File: src/rtl/u_pkg.sv
// Shared definitions for the thermometer/unary decoder: count-width helper
// and the per-word decode result carried through the pipeline.
package u_pkg;

  // Widest count the result struct can carry (W up to 65535).
  localparam int U_CNT_MAX_W = 16;

  function automatic int cw_f(input int w);
    return $clog2(w + 1);
  endfunction

  typedef struct packed {
    logic                   err;
    logic                   cmpl;
    logic [U_CNT_MAX_W-1:0] cnt;
  } u_res_t;

endpackage

File: src/rtl/u_dec_u.sv
// Admission checker: flags a word as standard unary (ones from bit 0) or,
// when enabled, complemented unary (zeros from bit 0, ones above).
module u
  import u_pkg::*;
#(
  parameter int W                     = 32,
  parameter bit P_ADMIT_COMPLIMENT_EN = 1'b1
) (
  input  logic [W-1:0] x,
  output logic         ok,
  output logic         cmpl
);

  logic [W-2:0] rise;
  logic [W-2:0] fall;
  logic         is_std;
  logic         is_cmp;

  // A 0 below a 1 breaks standard form; a 1 below a 0 breaks complemented form.
  genvar gi;
  generate
    for (gi = 0; gi < W - 1; gi++) begin : g_edge
      assign rise[gi] = !x[gi] && x[gi+1];
      assign fall[gi] = x[gi] && !x[gi+1];
    end
  endgenerate

  assign is_std = ~|rise;
  assign is_cmp = ~|fall;

  // All-zeros and all-ones satisfy both shapes and are reported as standard.
  assign cmpl = P_ADMIT_COMPLIMENT_EN && is_cmp && !is_std;
  assign ok   = is_std || cmpl;

endmodule

File: src/rtl/u_dec.sv
// Two-stage valid/ready unary decoder: S1 holds the word and admits it,
// S2 holds {err, cmpl, cnt}; rejected words bump a saturating error counter.
module u_dec
  import u_pkg::*;
#(
  parameter int  W                     = 32,
  parameter bit  P_ADMIT_COMPLIMENT_EN = 1'b1,
  parameter int  P_ERR_CNT_W           = 16,
  localparam int CW                    = cw_f(W)
) (
  input  logic                   i_clk,
  input  logic                   i_rst_n,
  input  logic                   i_vld,
  input  logic [W-1:0]           i_x,
  output logic                   o_rdy,
  output logic                   o_vld,
  input  logic                   i_rdy,
  output logic [CW-1:0]          o_cnt,
  output logic                   o_cmpl,
  output logic                   o_err,
  input  logic                   i_err_clr,
  output logic [P_ERR_CNT_W-1:0] o_err_cnt
);

  logic                   s1_vld_reg;
  logic [W-1:0]           s1_x_reg;
  logic                   s2_vld_reg;
  u_res_t                 s2_res_reg;
  logic [P_ERR_CNT_W-1:0] err_cnt_reg;

  logic                   s2_adv;
  logic                   s1_rdy;
  logic                   adm_ok;
  logic                   adm_cmpl;
  logic [CW-1:0]          lo_cnt;
  logic [CW-1:0]          tz_cnt;
  logic [CW-1:0]          cnt_sel;
  u_res_t                 s1_res_next;
  logic                   err_inc;

  assign s2_adv = !s2_vld_reg || i_rdy;
  assign s1_rdy = !s1_vld_reg || s2_adv;

  u #(
    .W                    (W),
    .P_ADMIT_COMPLIMENT_EN(P_ADMIT_COMPLIMENT_EN)
  ) u_adm (
    .x   (s1_x_reg),
    .ok  (adm_ok),
    .cmpl(adm_cmpl)
  );

  // Leading-one position + 1 gives the standard count; the lowest one's
  // index is the zero run length of a complemented word.
  always_comb begin
    lo_cnt = '0;
    for (int i = 0; i < W; i++) begin
      if (s1_x_reg[i]) lo_cnt = CW'(i + 1);
    end
    tz_cnt = CW'(W);
    for (int i = W - 1; i >= 0; i--) begin
      if (s1_x_reg[i]) tz_cnt = CW'(i);
    end
  end

  always_comb begin
    cnt_sel          = adm_cmpl ? tz_cnt : lo_cnt;
    s1_res_next      = '0;
    s1_res_next.err  = !adm_ok;
    s1_res_next.cmpl = adm_ok && adm_cmpl;
    s1_res_next.cnt  = adm_ok ? U_CNT_MAX_W'(cnt_sel) : '0;
  end

  assign err_inc = s2_adv && s1_vld_reg && s1_res_next.err && !(&err_cnt_reg);

  // Data register only loads on a handshake; in-flight words are dropped by
  // clearing the valids, so it needs no reset.
  always_ff @(posedge i_clk) begin
    if (s1_rdy && i_vld) begin
      s1_x_reg <= i_x;
    end
  end

  always_ff @(posedge i_clk) begin
    if (!i_rst_n) begin
      s1_vld_reg  <= 1'b0;
      s2_vld_reg  <= 1'b0;
      s2_res_reg  <= '0;
      err_cnt_reg <= '0;
    end else begin
      if (s1_rdy) begin
        s1_vld_reg <= i_vld;
      end
      if (s2_adv) begin
        s2_vld_reg <= s1_vld_reg;
        if (s1_vld_reg) begin
          s2_res_reg <= s1_res_next;
        end
      end
      if (i_err_clr) begin
        err_cnt_reg <= '0;
      end else if (err_inc) begin
        err_cnt_reg <= err_cnt_reg + P_ERR_CNT_W'(1);
      end
    end
  end

  assign o_rdy     = s1_rdy;
  assign o_vld     = s2_vld_reg;
  assign o_cnt     = s2_res_reg.cnt[CW-1:0];
  assign o_cmpl    = s2_res_reg.cmpl;
  assign o_err     = s2_res_reg.err;
  assign o_err_cnt = err_cnt_reg;

endmodule

File: config.mk
export PLATFORM = sky130hd
export DESIGN_NAME = u_dec
export DESIGN_NICKNAME = d
export VERILOG_FILES = /design/src/rtl/u_pkg.sv /design/src/rtl/u_dec_u.sv /design/src/rtl/u_dec.sv
export SDC_FILE = /design/constraint.sdc
export NUM_CORES = 1
export LEC_CHECK = 0
export BUFFER_PORTS_ARGS = -buffer_cell sky130_fd_sc_hd__buf_2
export CAP_MARGIN = 20
export CELL_PAD_IN_SITES_DETAIL_PLACEMENT = 0
export CELL_PAD_IN_SITES_GLOBAL_PLACEMENT = 1
export CORE_MARGIN = 2
export CORE_UTILIZATION = 45
export CTS_CLUSTER_SIZE = 25
export DETAILED_ROUTE_END_ITERATION = 10
export GPL_TIMING_DRIVEN = 0
export HOLD_SLACK_MARGIN = 0.03
export PLACE_DENSITY_LB_ADDON = 0.1
export SYNTH_ARGS = -nofsm -noshare
export SYNTH_HDL_FRONTEND = slang
export SYNTH_SLANG_ARGS = --single-unit
File: constraint.sdc
create_clock -name i_clk -period 4.08 [get_ports i_clk]
set_input_delay 0 -clock i_clk [delete_from_list [all_inputs] [get_ports i_clk]]
set_output_delay 0 -clock i_clk [all_outputs]
set_load 0.02 [all_outputs]
==> results of run 1 <==
-- metal layers --
layer / global-route usage [%] / up-vias
li1: - / 1718
met1: 32.3 / 1594
met2: 42.8 / 92
met3: 4.11 / 17
met4: 7.96 / 0
met5: 0 / -
-- cell type report --
class                   instances  area, um^2  share of cell area, %
repair buffers                 96         668                   15.2
flip-flops and latches         58        1480                   33.6
multi-input cells             298        1810                   41.1
inverters                       8        30.0                  0.681
clock inverters                 4        18.8                  0.426
clock buffers                  12         135                   3.06
plain buffers                  29         138                   3.12
well taps                      99         124                   2.81
-- cells by family after synthesis --
kind of cell / Yosys count / synth area share (%)
DFF: 58 / 42.8
and+or+nand+nor: 197 / 31.6
adders and majority gates: 1 / 0.361
AOI/OAI and AO/OA: 95 / 19.0
buffers and inverters: 37 / 4.84
muxes: 5 / 1.45
-- stage by stage --
step,worst slack (ns),utilization [%]
2_1_floorplan,1.59,-
3_3_place_gp,0.914,52.9
3_5_place_dp,0.953,53.3
4_1_cts,0.932,59.8
5_1_grt,0.620,59.8
6_report,0.961,59.8
-- worst paths after layout --
path | start | cells after the start | endpoint | slack (ns)
min reg2reg | o_cnt[5] | 2 | o_cnt[5] | 0.47
max | s1_x_reg[31] | 8 | o_cnt[1] | 0.96
max reg2reg | s1_x_reg[31] | 8 | o_cnt[1] | 0.96
min | i_rst_n | 3 | o_cmpl | 0.04
-- layout by cell type, fill, tap and decap left out, drive strengths merged, types with 12 or more instances in the layout --
master,instances
clkbuf,29
or2,13
o21ai,15
buf,75
o31ai,14
nor2,23
dfxtp,26
nor2b,18
o211ai,12
dlygate4sd3,33
a21oi,18
or4,16
nand2,43
edfxtp,32
nor3,19
nor4,19
-- critical path: stages, from the launching register on --
cell,delay (ns)
edfxtp_1,0.33
clkbuf_1,0.38
nor2b_1,0.09
nor4_1,0.27
nand4_1,0.13
nor4_1,0.86
clkbuf_1,0.51
a21boi_0,0.31
o211a_1,0.18
-- what timing repair did --
action | CTS | global route
hold endpoints to repair | 33 | 0
gates resized for setup | 0 | 0
hold buffers | 33 | 0
-- where the power goes --
group	switching [mW]	total [mW]	leakage, nW	internal [mW]
logic	0.0964	0.178	1.04	0.0812
registers	0.0223	0.664	0.523	0.642
clock network	0.225	0.441	0.0816	0.215
total	0.344	1.28	1.65	0.938
==> results.txt, run 1 <==
Max Freq - 0.321 GHz
Power Density - 291 mW/mm^2
Post-synth top cells - 43 x nand2_1, 32 x edfxtp_1, 26 x dfxtp_1
first-pass GRT wire length - 16700 um
vias in the first global route - 3218
startpoint types - flop
Worst Setup End Kind - flop
cell taking the most area after synthesis - edfxtp_1
synth unique cells - 60
I/O pin count - 63
Max Used Layer - met4
Worst Path Arrival - 3.41 ns
detailed-route wire length - 10200 um
asr flop ratio synth - 0%
Worst VDD drop - 0.000225 V
Starting Density - 47.0%
Final Hold Slack - 0.0412 ns
ys flop type - edfxtp_1
total iterations of the first detailed-routing run - 4
Finished Cell Area - 0.00441 mm^2
clk slew on worst S/H paths - 0.06 ns
sequential area share after synthesis - 42.8%
count leader, synth - nand2_1
diodes inserted - 0
length of routed met3 wiring - 431 um
WL met1 - 4670 um
Synth Register Bits - 58
area share of the leading cell type in the synthesized netlist - 27.7%
Hold Fails Final Rpt - 0
Syn Inst Count - 393
Lkg Pwr - 1.65 nW
Post-CTS Setup Bufs - 0
largest cells by area after synthesis - edfxtp_1 28%, dfxtp_1 15%, nand2_1 4.7%
share of cells above drive strength 1 - 21.4%
width of the die - 91.7 um
Setup violations, final - 0
number of fill cells - 683
synthesized area - 0.00346 mm^2
Clock Path Buffers - 2
total number of vias - 3421
number of max-cap violations - 0
core area - 0.00737 mm^2
Synth Area per Inst - 8.81 um^2
Worst EP required - 4.37 ns
drt wl/cell - 16.9 um
Min-Delay Path Class - input port to flop
worst-case clock skew - 0.00905 ns
Placed Area - 0.00393 mm^2
met2 WL - 4930 um
RSZ-0062 raised after global routing - no
DP HPWL - 7140 um
DR vias/cell - 5.66
Slew @ Worst Pin - 0.995 ns
number of flip-flops in the largest register - 32
clk sinks - 58
clock root buffer - clkbuf_8
min cycle time layout - 3.12 ns
initial antenna violation count - 0
Slew headroom - 33.1%
largest net degree at the start of global routing - 25
Layout Cells excl Fill - 604
net count after synthesis - 431
WS Path Type - flop to flop
Post-DRT Antenna Nets - 0
area grow syn2layout - 27.3%
PortBufs - 62
Final Max Slew Viols - 0
Overflow after GRT - 0
Tot Pwr - 1.28 mW
YS warnings - 0
# rows - 31
number of synthesized flops with an enable pin - 32
worst-skew pair later-pin latency - 0.34 ns
CTS Buf Count - 9
die footprint - 0.00841 mm^2
Chip Height - 91.7 um
Final Net Count - 538
TritonCTS clock tree - built
Total GRT Usage - 25.0%
status - completed
total negative slack - 0 ns
final worst-path cycle share - 76.4%
Inst Count DP - 555
Placer Congestion - 0.898
First DRT Iteration DRCs - 177
H-tree levels - 3
Residual DRC - 0
Max Fanout on Critical Path - 10
(Power assumes the default switching activity.)
==> run 2, diff against run 1 <==
--- a/config.mk
+++ b/config.mk
@@ -10,7 +10,7 @@
 export CELL_PAD_IN_SITES_DETAIL_PLACEMENT = 0
 export CELL_PAD_IN_SITES_GLOBAL_PLACEMENT = 1
 export CORE_MARGIN = 2
-export CORE_UTILIZATION = 45
+export CORE_UTILIZATION = 38
 export CTS_CLUSTER_SIZE = 25
 export DETAILED_ROUTE_END_ITERATION = 10
 export GPL_TIMING_DRIVEN = 0
==> constraint.sdc (replaced) <==
create_clock -name i_clk -period 2.5 [get_ports i_clk]
set_input_delay 0 -clock i_clk [delete_from_list [all_inputs] [get_ports i_clk]]
set_output_delay 0 -clock i_clk [all_outputs]
set_load 0.02 [all_outputs]
==> run 2 against run 1 <==
  * Combinational power increased by 87%
  * Final cell count increased by 5.5%
  * First-iteration DRC count decreased by 2.3%
  * Sequential cell count unchanged
  * Non-clock buffer count increased by 24
  * Sequential power increased by 63%
  * Critical endpoint is now o_cnt[2]
  * Clock power increased by 70%
  * Critical path type unchanged
  * Critical path depth decreased by 1
  * Setup slack got worse by 0.87 ns
==> results.txt, run 2 (same netlist as run 1, synthesis figures left out) <==
Power Density - 459 mW/mm^2 (+58%)
Lkg Pwr - 1.82 nW (+10%)
WS Path Type - flop to flop
Slew @ Worst Pin - 0.798 ns (-0.197 ns)
Flop pwr share - 50.1% (-1.7 points)
Worst Setup End Kind - flop
DR vias/cell - 5.66 (-0.14%)
clock root buffer - clkbuf_8
Tot Pwr - 2.16 mW (+69%)
number of max-cap violations - 0 (unchanged)
R2R Path End - o_cnt[2]
detailed-route wire length - 10800 um (+5.4%)
# rows - 34 (+9.7%)
Post-DRT Antenna Nets - 0 (unchanged)
most frequent cells in the layout - 66 x buf_2, 43 x nand2_1, 34 x dlygate4sd3_1
vias in the first global route - 3465 (+7.7%)
Critical R2R Launch - s1_x_reg[22]
combinational power share - 15.3% (+1.5 points)
PortBufs - 62 (unchanged)
CP delay by family, top - simple AND/OR/NAND/NOR gates
core area - 0.00876 mm^2 (+19%)
critical path depth - 7 (-1)
H-tree levels - 3 (unchanged)
slowest cell on the critical path - or4_4
reg2reg path depth - 7 (-1)
CTS Buf Count - 9 (unchanged)
DP HPWL - 7540 um (+5.6%)
Overflow after GRT - 0 (unchanged)
RSZ-0062 raised after global routing - no
Worst EP required - 2.76 ns (-1.61 ns)
drt wl/cell - 16.9 um (about the same)
min cycle time layout - 2.41 ns (-0.707 ns)
R2R Setup Slk - 0.09 ns (-0.87 ns)
Final Max Slew Viols - 0 (unchanged)
Hold Fails Final Rpt - 0 (unchanged)
share of cells above drive strength 1 - 28.5% (+7.2 points)
CP bufs+invs - 1 (-1)
Worst Path Arrival - 2.67 ns (-0.74 ns)
First DRT Iteration DRCs - 173 (-2.3%)
Layout Cells excl Fill - 637 (+5.5%)
total number of vias - 3603 (+5.3%)
slowest stage delay, CP - 0.57 ns (-0.29 ns)
Placed Area - 0.00392 mm^2 (about the same)
area grow syn2layout - 36.1%
final worst-path cycle share - 96.5% (+20 points)
Chip Height - 99.5 um (+8.4%)
total iterations of the first detailed-routing run - 4 (unchanged)
Final Hold Slack - 0.0492 ns (+0.00800 ns)
Max Freq - 0.415 GHz (+29%)
diodes inserted - 0 (unchanged)
Psw - 578 uW (+68%)
status - completed
commonest non-fill, non-tap cell in the layout - buf_2
total negative slack - 0 ns (unchanged)
Slew headroom - 46.3% (+13 points)
Final Net Count - 562 (+4.5%)
worst-path cell chain - or2b_4 -> o21ai_2 -> or4_4 -> or3_4 -> buf_6 -> or3_4 -> o211ai_1
number of flip-flops in the largest register - 32 (unchanged)
sw frac - 26.7% (-0.15 points)
die footprint - 0.00989 mm^2 (+18%)
Starting Density - 39.5% (-7.5 points)
width of the die - 99.5 um (+8.4%)
worst-skew pair later-pin latency - 0.34 ns (about the same)
Placer Congestion - 0.913 (+1.6%)
worst setup path start - s1_x_reg[22]
Inst Count DP - 564 (+1.6%)
Residual DRC - 0 (unchanged)
I/O pin count - 63 (unchanged)
Finished Cell Area - 0.00471 mm^2 (+6.9%)
FF/Latch Area - 0.00148 mm^2 (about the same)
Total GRT Usage - 22.3% (-2.7 points)
Clock Path Buffers - 2 (unchanged)
TritonCTS clock tree - built
Min-Delay Path Class - input port to flop
number of fill cells - 868 (+27%)
clock power share - 34.6% (+0.2 points)
largest net degree at the start of global routing - 24 (-4.0%)
clk sinks - 58 (unchanged)
Max Fanout on Critical Path - 6 (-4)
first-pass GRT wire length - 17300 um (+4.0%)
crit path to - o_cnt[2]
startpoint types - flop
Setup violations, final - 0 (unchanged)
multi-input logic area - 0.00189 mm^2 (+3.9%)
clk slew on worst S/H paths - 0.07 ns (about the same)
cell mode on critical path - or3_4
Worst VDD drop - 0.000293 V (+30%)
Pint - 1.59 mW (+69%)
initial antenna violation count - 0 (unchanged)
worst-case clock skew - 0.0136 ns (+0.00453 ns)
## run 2: cell types whose count changed in the layout (fill, tap and decap cells not counted), moves of 3 or more
cell	change
buf_2	-4
buf_4	+30
clkbuf_1	-9
nor2_1	-3
## run 2: area by class of cell
class | count | share of cell area, %
Inverter | 8 | 0.637
Timing Repair Buffer | 127 | 18.9
Buffer | 22 | 2.63
Sequential cell | 58 | 31.5
Multi-Input combinational cell | 298 | 40.0
Tap cell | 108 | 2.87
Clock buffer | 12 | 3.08
Clock inverter | 4 | 0.398
## run 2: power by group through the flow
| stage | registers, mW | clock network (mW) | logic, mW |
|---|---|---|---|
| after floorplan | 1.10 | 0 | 0.154 |
| after global placement | 1.10 | 0 | 0.241 |
| after detailed placement | 1.10 | 0 | 0.245 |
| after CTS | 1.08 | 0.776 | 0.312 |
| after global routing | 1.09 | 0.824 | 0.362 |
| final | 1.08 | 0.749 | 0.332 |
## run 2: worst min path at each step
| stage | startpoint | end | slack, ns | cells past startpoint |
|---|---|---|---|---|
| final | i_err_clr | o_err_cnt[2] | 0.05 | 4 |
| after global routing | i_rst_n | o_cmpl | 0.06 | 3 |
| after CTS | i_err_clr | o_err_cnt[2] | 0.04 | 4 |
| after global placement | i_x[21] | s1_x_reg[21] | 0.18 | 1 |
| after floorplan | i_x[0] | s1_x_reg[0] | 0.1 | 0 |
| after detailed placement | i_x[13] | s1_x_reg[13] | 0.18 | 1 |
## run 2: timing repair
action                                  CTS  global route
hold endpoints to repair                 34             0
endpoints found under the setup margin   24            11
hold buffers                             34             0
pin swaps                                 4            10
buffers inserted                         18            12
resized for setup                        14            11
## run 2: worst register-to-register path, cell delays in order (launching register included)
cell and delay [ns]:
edfxtp_1 0.43, or2b_4 0.23, o21ai_2 0.04, or4_4 0.57, or3_4 0.41, buf_6 0.14, or3_4 0.34, o211ai_1 0.17
## run 2: per-layer routing
metal	vias to the layer above	routed length (um)	GRT usage, %
met4	0	345	10.9
li1	1762	-	-
met2	139	5390	38.5
met5	-	0	0
met1	1675	4480	27.2
met3	27	564	3.30
## run 2: stage by stage
step,setup WS [ns],util [%]
after floorplan,0.00773,-
after global routing,0.00559,53.8
after detailed placement,-0.562,44.8
after global placement,-0.601,44.6
final,0.0881,53.8
after CTS,0.00807,52.4
==> run 3, diff against run 2 <==
--- a/config.mk
+++ b/config.mk
@@ -15,7 +15,7 @@
 export DETAILED_ROUTE_END_ITERATION = 10
 export GPL_TIMING_DRIVEN = 0
 export HOLD_SLACK_MARGIN = 0.03
-export PLACE_DENSITY_LB_ADDON = 0.1
+export PLACE_DENSITY_LB_ADDON = 0.25
 export SYNTH_ARGS = -nofsm -noshare
 export SYNTH_HDL_FRONTEND = slang
 export SYNTH_SLANG_ARGS = --single-unit
==> run 3 against run 2 <==
  * Hold slack got worse by 0.016 ns
  * Clock skew down 0.0058 ns
  * Combinational power is 2% higher
  * Design area up 1.2%
  * Register-to-register slack about the same
  * Setup slack worse by 0.0097 ns
  * Fmax down 0.40%
  * Utilization up 0.63 points
  * First-iteration DRC count shrank 10%
  * Sequential power about the same
  * Sequential cell count stayed put
  * Largest power group unchanged
==> results.txt, run 3 (same netlist as run 1, synthesis figures left out) <==
Total GRT Usage - 21.8% (-0.54 points)
Final Max Slew Viols - 0 (unchanged)
worst-skew pair later-pin latency - 0.34 ns (about the same)
clock power share - 40.7% (+6.1 points)
Overflow after GRT - 0 (unchanged)
vias in the first global route - 3418 (-1.4%)
combinational power share - 14.1% (-1.2 points)
total negative slack - 0 ns (unchanged)
number of flip-flops in the largest register - 32 (unchanged)
Hold Fails Final Rpt - 0 (unchanged)
most frequent cells in the layout - 65 x buf_2, 43 x nand2_1, 33 x dlygate4sd3_1
Final Hold Slack - 0.0333 ns (-0.0160 ns)
Slew @ Worst Pin - 0.838 ns (+0.0399 ns)
Pint - 1.79 mW (+13%)
clk sinks - 58 (unchanged)
diodes inserted - 0 (unchanged)
CP delay by family, top - simple AND/OR/NAND/NOR gates
Clock Path Buffers - 2 (unchanged)
WS Path Type - flop to flop
Flop pwr share - 45.1% (-5.0 points)
H-tree levels - 3 (unchanged)
worst-path cell chain - or2b_2 -> o21ai_1 -> or4_4 -> or3_4 -> buf_6 -> or3_4 -> o31ai_4
Chip Height - 99.5 um (unchanged)
Worst VDD drop - 0.000437 V (+49%)
Worst EP required - 2.76 ns (about the same)
Worst Path Arrival - 2.69 ns (+0.02 ns)
FF/Latch Area - 0.00148 mm^2 (about the same)
DP HPWL - 7240 um (-3.9%)
Max Freq - 0.413 GHz (-0.40%)
drt wl/cell - 16.7 um (-1.1%)
share of cells above drive strength 1 - 28.8% (+0.22 points)
area grow syn2layout - 37.6%
slowest stage delay, CP - 0.56 ns (about the same)
Residual DRC - 0 (unchanged)
I/O pin count - 63 (unchanged)
Min-Delay Path Class - input port to flop
CTS Buf Count - 9 (unchanged)
width of the die - 99.5 um (unchanged)
clk slew on worst S/H paths - 0.07 ns (about the same)
WL met1 - 4920 um (+9.9%)
length of routed met3 wiring - 583 um (+3.4%)
RSZ-0062 raised after global routing - yes
final worst-path cycle share - 96.9% (+0.39 points)
CP bufs+invs - 1 (unchanged)
clock root buffer - clkbuf_8
die footprint - 0.00989 mm^2 (unchanged)
first-pass GRT wire length - 17200 um (-1.1%)
Final Net Count - 558 (-0.71%)
met2 WL - 4940 um (-8.3%)
Finished Cell Area - 0.00477 mm^2 (+1.2%)
Starting Density - 39.5% (unchanged)
commonest non-fill, non-tap cell in the layout - buf_2
min cycle time layout - 2.42 ns (+0.00966 ns)
number of fill cells - 805 (-7.3%)
Max Used Layer - met4
# rows - 34 (unchanged)
TritonCTS clock tree - built
First DRT Iteration DRCs - 155 (-10%)
PortBufs - 62 (unchanged)
core area - 0.00876 mm^2 (unchanged)
Post-DRT Antenna Nets - 0 (unchanged)
DR vias/cell - 5.64 (-0.21%)
Psw - 602 uW (+4.2%)
Layout Cells excl Fill - 633 (-0.63%)
Max Fanout on Critical Path - 8 (+2)
Worst Setup End Kind - flop
worst-case clock skew - 0.00781 ns (-0.00578 ns)
cell mode on critical path - or3_4
sw frac - 25.2% (-1.5 points)
Inst Count DP - 564 (unchanged)
Tot Pwr - 2.39 mW (+10%)
startpoint types - flop
Placed Area - 0.00392 mm^2 (unchanged)
Placer Congestion - 0.891 (-2.3%)
total iterations of the first detailed-routing run - 5 (+1)
Slew headroom - 43.6% (-2.7 points)
detailed-route wire length - 10600 um (-1.7%)
Power Density - 501 mW/mm^2 (+9.1%)
initial antenna violation count - 0 (unchanged)
multi-input logic area - 0.00191 mm^2 (+1.2%)
largest net degree at the start of global routing - 23 (-4.2%)
total number of vias - 3573 (-0.83%)
number of max-cap violations - 0 (unchanged)
Lkg Pwr - 1.83 nW (+0.48%)
Setup violations, final - 0 (unchanged)
status - completed
slowest cell on the critical path - or4_4
run 3: changes by cell type in the layout (fill, tap and decap cells not counted), sizes merged:
| cell | delta |
|---|---|
| dlygate4sd3 | -1 |
| bufinv | +2 |
| buf | -1 |
| clkinvlp | +1 |
| clkbuf | -4 |
| clkinv | -1 |
run 3: cell type report:
class | instances | share of cell area [%]
multi-input cells | 298 | 40.0
repair buffers | 123 | 18.0
plain buffers | 22 | 2.81
clock buffers | 10 | 2.89
well taps | 108 | 2.83
clock inverters | 6 | 1.68
inverters | 8 | 0.630
flip-flops and latches | 58 | 31.1
run 3: repair_timing:
item	in CTS	in global routing
hold buffers	33	0
buffers inserted	17	10
hold endpoints to repair	33	0
setup endpoints to repair	24	17
pin swaps	4	9
resized for setup	12	24
run 3: through the flow:
step / utilization (%) / setup WS (ns)
CTS: 52.7 / 0.00510
finish: 54.4 / 0.0785
global route: 54.4 / -0.0655
global placement: 44.6 / -0.524
floorplan: - / 0.00773
detailed placement: 44.8 / -0.547
run 3: tightest hold or removal path: stages:
cell and delay [ns]:
buf_2 0.08, nor2b_1 0.08, o21a_1 0.17
run 3: power by group through the flow:
stage | registers [mW] | logic, mW | clock network, mW
floorplan | 1.10 | 0.154 | 0
global placement | 1.10 | 0.239 | 0
finish | 1.08 | 0.338 | 0.974
CTS | 1.08 | 0.308 | 0.990
detailed placement | 1.10 | 0.241 | 0
global route | 1.08 | 0.368 | 1.03
run 3: per-layer routing:
metal	vias to the layer above	global-route usage [%]
met4	0	6.95
met5	-	0
met1	1660	30.5
li1	1762	-
met3	17	3.51
met2	134	34.5
run 3: path summary, 6_finish.rpt:
path | start | cells past startpoint | slack, ns | to
setup reg to reg | s1_x_reg[22] | 7 | 0.08 | o_cnt[0]
setup / recovery | s1_x_reg[22] | 7 | 0.08 | o_cnt[0]
hold reg to reg | o_cnt[5] | 2 | 0.47 | o_cnt[5]
hold / removal | i_rdy | 3 | 0.03 | o_vld
